File: src/rtl/usadd_ctrl_pkg.sv
// Shared definitions for the uSADD job sequencer: default widths and FSM state encodings.
package usadd_ctrl_pkg;

    localparam int DEF_BW      = 4;
    localparam int DEF_ADD_LAT = 2;

    typedef enum logic [2:0] {
        ST_IDLE  = 3'd0,
        ST_CLR   = 3'd1,
        ST_RUN   = 3'd2,
        ST_DRAIN = 3'd3,
        ST_DONE  = 3'd4
    } state_t;

endpackage

File: src/rtl/usadd_ctrl_ustream_gen.sv
// ustream_gen: rate-codes two binary operands into unary bitstreams of length 2^BW.
// Optional macro USADD_CTRL_BITREV_EN bit-reverses the stream B comparison key so
// stream B is decorrelated from stream A; the ones count per stream is unchanged.
module ustream_gen
    import usadd_ctrl_pkg::*;
#(
    parameter int BW = DEF_BW
) (
    input  logic          clk,
    input  logic          rst,
    input  logic          clear,
    input  logic          run,
    input  logic [BW-1:0] level_a,
    input  logic [BW-1:0] level_b,
    output logic          str_a,
    output logic          str_b,
    output logic          last_cycle
);

    logic [BW-1:0] cnt;
    logic [BW-1:0] key;

    // Stream position counter: zeroed before a job, steps once per RUN cycle and wraps.
    always_ff @(posedge clk or posedge rst) begin
        if (rst) begin
            cnt <= '0;
        end else if (clear) begin
            cnt <= '0;
        end else if (run) begin
            cnt <= cnt + BW'(1);
        end
    end

`ifdef USADD_CTRL_BITREV_EN
    // Comparison key for stream B is the bit-reversed position, spreading its ones out.
    always_comb begin
        key = '0;
        for (int i = 0; i < BW; i++) begin
            key[i] = cnt[BW-1-i];
        end
    end
`else
    assign key = cnt;
`endif

    // Registered stream bits; both fall to zero as soon as the RUN window ends.
    always_ff @(posedge clk or posedge rst) begin
        if (rst) begin
            str_a <= 1'b0;
            str_b <= 1'b0;
        end else begin
            str_a <= run && (cnt < level_a);
            str_b <= run && (key < level_b);
        end
    end

    assign last_cycle = run && (cnt == {BW{1'b1}});

endmodule

File: src/rtl/usadd_ctrl.sv
// usadd_ctrl: job sequencer for one unary scaled adder. Captures an operand pair, clears
// the adder, streams both operands for 2^BW cycles, drains the adder pipeline, and returns
// the counted carry ones, which equal floor((A+B)/2).
// Optional macro USADD_CTRL_BITREV_EN (in ustream_gen) decorrelates stream B.
module usadd_ctrl
    import usadd_ctrl_pkg::*;
#(
    parameter int BW      = DEF_BW,
    parameter int ADD_LAT = DEF_ADD_LAT
) (
    input  logic          iClk,
    input  logic          iRst,
    input  logic          iValid,
    output logic          oReady,
    input  logic [BW-1:0] iA,
    input  logic [BW-1:0] iB,
    output logic          oAddRstN,
    output logic          oStrA,
    output logic          oStrB,
    input  logic          iStrC,
    output logic          oValid,
    input  logic          iReady,
    output logic [BW-1:0] oSum,
    output logic          oBusy
);

    // The drain window covers the stream register stage plus the adder latency.
    localparam int DRAIN_W = $clog2(ADD_LAT + 2);

    state_t               state;
    logic [BW-1:0]        reg_a;
    logic [BW-1:0]        reg_b;
    logic [BW-1:0]        ones_cnt;
    logic [BW-1:0]        ones_next;
    logic [DRAIN_W-1:0]   drain_cnt;
    logic                 last_cycle;
    logic                 gen_clear;
    logic                 gen_run;

    assign gen_clear = (state == ST_CLR);
    assign gen_run   = (state == ST_RUN);

    // Running carry count including the adder output bit seen this cycle.
    always_comb begin
        ones_next = ones_cnt + BW'(iStrC);
    end

    ustream_gen #(
        .BW(BW)
    ) u_stream (
        .clk        (iClk),
        .rst        (iRst),
        .clear      (gen_clear),
        .run        (gen_run),
        .level_a    (reg_a),
        .level_b    (reg_b),
        .str_a      (oStrA),
        .str_b      (oStrB),
        .last_cycle (last_cycle)
    );

    // Job FSM with registered handshake/status outputs, drain timer and ones counter.
    always_ff @(posedge iClk or posedge iRst) begin
        if (iRst) begin
            state     <= ST_IDLE;
            reg_a     <= '0;
            reg_b     <= '0;
            ones_cnt  <= '0;
            drain_cnt <= '0;
            oReady    <= 1'b1;
            oValid    <= 1'b0;
            oSum      <= '0;
            oAddRstN  <= 1'b1;
            oBusy     <= 1'b0;
        end else begin
            case (state)
                ST_IDLE: begin
                    if (iValid && oReady) begin
                        reg_a    <= iA;
                        reg_b    <= iB;
                        oReady   <= 1'b0;
                        oBusy    <= 1'b1;
                        oAddRstN <= 1'b0;
                        state    <= ST_CLR;
                    end
                end
                ST_CLR: begin
                    ones_cnt  <= '0;
                    drain_cnt <= '0;
                    oAddRstN  <= 1'b1;
                    state     <= ST_RUN;
                end
                ST_RUN: begin
                    ones_cnt <= ones_next;
                    if (last_cycle) begin
                        state <= ST_DRAIN;
                    end
                end
                ST_DRAIN: begin
                    ones_cnt <= ones_next;
                    if (drain_cnt == DRAIN_W'(ADD_LAT)) begin
                        drain_cnt <= '0;
                        oSum      <= ones_next;
                        oValid    <= 1'b1;
                        state     <= ST_DONE;
                    end else begin
                        drain_cnt <= drain_cnt + DRAIN_W'(1);
                    end
                end
                ST_DONE: begin
                    if (iReady) begin
                        oValid <= 1'b0;
                        oReady <= 1'b1;
                        oBusy  <= 1'b0;
                        state  <= ST_IDLE;
                    end
                end
                default: begin
                    oValid   <= 1'b0;
                    oReady   <= 1'b1;
                    oBusy    <= 1'b0;
                    oAddRstN <= 1'b1;
                    state    <= ST_IDLE;
                end
            endcase
        end
    end

endmodule

File: config.mk
export PLATFORM = sky130hd
export DESIGN_NAME = usadd_ctrl
export DESIGN_NICKNAME = d
export VERILOG_FILES = /design/src/rtl/usadd_ctrl_pkg.sv /design/src/rtl/usadd_ctrl_ustream_gen.sv /design/src/rtl/usadd_ctrl.sv
export SDC_FILE = /design/constraint.sdc
export NUM_CORES = 1
export LEC_CHECK = 0
export CORE_UTILIZATION = 66
export DETAILED_ROUTE_END_ITERATION = 8
export DONT_BUFFER_PORTS = 1
export PLACE_DENSITY_LB_ADDON = 0.3
export SLEW_MARGIN = 20
export SYNTH_ARGS = -nofsm -noshare
export SYNTH_HDL_FRONTEND = slang
export SYNTH_SLANG_ARGS = --single-unit
File: constraint.sdc
create_clock -name iClk -period 3.8 [get_ports iClk]
set_clock_uncertainty 0.2 [all_clocks]
set_input_delay 0.38 -clock iClk [delete_from_list [all_inputs] [get_ports iClk]]
set_output_delay 0.38 -clock iClk [all_outputs]
set_load 0.02 [all_outputs]
==> impl_table.tex <==
\begin{tabular}{lr}
\hline
Metric & Value \\
\hline
\multicolumn{2}{l}{\textbf{Synth}} \\
Yosys warning total & 0 \\
Area fraction in and, or, nand and nor cells after synthesis & 0.138 \\
Adder-cell share of the synthesized area & 0.0722 \\
Number of flip-flops and latches in the synthesized netlist & 31 \\
Net count after synthesis & 159 \\
Cell taking the most area after synthesis & sky130\_fd\_sc\_hd\_\_dfrtp\_1 \\
Count of flip-flops with a built-in enable after synthesis & 0 \\
Share of flip-flops with an asynchronous set or reset & 1.00 \\
Top cell type's share of synthesized area & 0.465 \\
Number of distinct library cells after synthesis & 39 \\
Area contributors post-synth & sky130\_fd\_sc\_hd\_\_dfrtp\_1, sky130\_fd\_sc\_hd\_\_mux2\_2, sky130\_fd\_sc\_hd\_\_ha\_1 \\
Syn Inst Count & 137 \\
Dominant synthesized flop cell & sky130\_fd\_sc\_hd\_\_dfrtp\_1 \\
Sequential area share after synthesis & 0.499 \\
Xor and xnor area share after synthesis & 0.00561 \\
Main combinational cell family by area after synthesis & compound AO/OA/AOI/OAI gates \\
Compound-cell area share of the yosys netlist & 0.143 \\
Share of cell area taken by muxes after synthesis & 0.100 \\
Mean instance size in the synthesized netlist & 11.4 um2 \\
Cell Area, Synth & 1560 um2 \\
\multicolumn{2}{l}{\textbf{Drt}} \\
Post-route ant nets & 0 \\
Routed wire length per instance & 16.2 um \\
Total vias in the final route & 1051 \\
Vias per inst & 5.94 \\
Final wirelength & 2860 um \\
Drt drc & 0 \\
1st-iter DRT viols & 16 \\
DR pass1 iterations & 4 \\
\multicolumn{2}{l}{\textbf{Cells and area}} \\
Synth-to-layout area growth & 10.3\% \\
Final non-filler cell area & 1720 um2 \\
Final core utilization & 0.778 \\
Share of final-layout standard cells stronger than drive strength 1 & 0.181 \\
Highest-count cells in the layout ignoring fill and taps & sky130\_fd\_sc\_hd\_\_dfrtp\_1, sky130\_fd\_sc\_hd\_\_mux2\_2, sky130\_fd\_sc\_hd\_\_o21ai\_0 \\
Most common cell after layout, fill and taps aside & sky130\_fd\_sc\_hd\_\_dfrtp\_1 \\
Count of placed standard cells in the final layout, fillers left out & 177 \\
Net count, final & 170 \\
Layout filler cell count & 142 \\
Number of diodes added for antenna fixing & 0 \\
\multicolumn{2}{l}{\textbf{Place}} \\
Cell area after placement & 1560 um2 \\
Dpl hpwl & 1890 um \\
RePlAce Congestion & 0.789 \\
Port-buffer cells & 0 \\
Setup slack at placement & 1.95 ns \\
Number of placed instances, taps included & 160 \\
\multicolumn{2}{l}{\textbf{Floorplan}} \\
Placement Rows & 17 \\
Vertical die dimension & 50.6 um \\
Die span in x & 50.6 um \\
Placeable core area & 2210 um2 \\
IO Count & 23 \\
Area of the die & 2560 um2 \\
Initial core utilization & 0.705 \\
\multicolumn{2}{l}{\textbf{Critical path}} \\
Cell with the largest stage delay on the worst path & sky130\_fd\_sc\_hd\_\_dfrtp\_1 \\
Nature of the critical path startpoint & register \\
Required time at the worst-slack endpoint & 3.82 ns \\
Ordered list of cells on the worst path & nand3b\_1, nor2\_2, mux2\_2 \\
Signal arrival time at the worst endpoint & 1.87 ns \\
Critical Setup Path Class & register to register \\
Endpoint class of the critical path & register \\
Max stage delay on crit path & 0.69 ns \\
R2R cell count & 3 \\
Dominant delay contributor by cell family on the critical path & flip-flops \\
Sum of buffers and inverters on the critical path & 0 \\
Biggest fanout along the worst timing path & 18 \\
Critical Path Stages & 3 \\
\multicolumn{2}{l}{\textbf{Status}} \\
Status & finished, final reports clean \\
\multicolumn{2}{l}{\textbf{Clocking}} \\
Num Clock Sinks & 31 \\
CTS buffer count & 5 \\
Clock slew at reported path FFs & 0.10 ns \\
Clock Root Buffer & sky130\_fd\_sc\_hd\_\_clkbuf\_4 \\
Number of H-tree branching levels & 2 \\
Cells resized by post-CTS repair & 0 \\
Buffer levels on the longest clock path & 2 \\
Latest clock arrival within the worst-skew pair & 0.33 ns \\
TritonCTS clock tree & done \\
\multicolumn{2}{l}{\textbf{Global routing}} \\
Initial antenna violation count & 0 \\
Maximum number of pins on one net before global-route repair & 32 \\
Wire length of the first global-routing pass & 4740 um \\
Global route overflow & 0 \\
All-Layer GR Usage & 0.266 \\
Vias in the first global route & 1075 \\
\multicolumn{2}{l}{\textbf{Flow run}} \\
Number of maximum-capacitance violations & 0 \\
\multicolumn{2}{l}{\textbf{Pwr}} \\
Total leakage power & 0.789 nW \\
Power density over the cells & 723 nW/um2 \\
Worst VDD drop & 0.544 mV \\
\multicolumn{2}{l}{\textbf{STA}} \\
RSZ-0062 raised after global routing & no \\
Worst Setup Slack, final & 1.95 ns \\
Max-slew violations & 0 \\
Number of setup violations in the final report & 0 \\
Worst-Margin Slew & 0.630 ns \\
Period utilisation layout & 0.488 \\
Post-route setup TNS & 0 ns \\
Fmax & 539 MHz \\
Clock period minus final worst setup slack & 1.85 ns \\
Worst rel slew slack & 0.579 \\
Final Hold Fails & 0 \\
\multicolumn{2}{l}{\textbf{Hold path}} \\
Classification of the worst-slack hold path & primary input to register \\
Number of cells on the worst hold path & 3 \\
\hline
\end{tabular}
sequential cells by signal (all words and copies together) (netlist names), 2 cells and up:
signal	cells
reg_a	4
oSum	4
u_stream.cnt	4
state	3
reg_b	4
ones_cnt	4
drain_cnt	2
final timing paths:
path / to / slack (ns) / from
max: oSum[0] / 1.95 / state[0]
min: oValid / 0.05 / iReady
max reg2reg: oSum[0] / 1.95 / state[0]
min reg2reg: reg_a[3] / 0.31 / reg_a[3]
max in group asynchronous: reg_b[3] / 2.58 / iRst
min in group asynchronous: u_stream.cnt[1] / 0.41 / iRst
metrics by stage:
step	hold WS (ns)	power (mW)
5_1_grt	0.0553	1.33
2_1_floorplan	0.270	0.923
6_report	0.0535	1.24
3_3_place_gp	0.289	0.989
3_5_place_dp	0.295	1.02
4_1_cts	0.0357	1.25
worst min-delay path, stage by stage:
cell and delay, ns:
sky130_fd_sc_hd__nor3_1 0.04, sky130_fd_sc_hd__nand2_1 0.06, sky130_fd_sc_hd__o21ai_0 0.07
repair_timing:
action	4_1_cts	5_1_grt
hold endpoints to repair	8	29
hold buffers	8	1
setup buffers	0	0
cell usage after synthesis (all sizes together) (4+ instances only):
master and count:
nand2 6, o21ai 11, a22o 5, mux2 13, nor3 4, nor2 5, buf 4, inv 9
nand2b 6, ha 9, a21oi 7, dfrtp 29
kinds of logic (layout without fill, tap and decap cells):
kind of cell	count (synthesis)	after routing
XOR/XNOR	1	1
multiplexers	14	14
adder cells (fa/ha/maj)	9	9
AND/OR/NAND/NOR	34	34
flip-flops	31	31
AO/OA/AOI/OAI	34	34
buffers and inverters	14	26
metal layers:
layer	vias to the layer above	part of all wire	global-route usage
met1	505	0.42	0.308
met2	29	0.51	0.433
met4	0	0.027	0.162
met3	9	0.037	0.0788
li1	508	-	-
met5	-	0	0
report_power, final:
part	total, mW	switching [mW]	internal [mW]
combinational	0.391	0.179	0.212
clock	0.220	0.112	0.109
sequential	0.633	0.183	0.450
final cells by class:
type                       count  area (um2)  area share
clock buffer                   8        68.8      0.0400
inverter                       9        33.8      0.0196
multi-input combinational     92         716       0.416
sequential                    31         778       0.452
tap                           28        35.0      0.0203
timing repair buffer           9        90.1      0.0523
Power figures use the tool's default switching activity.
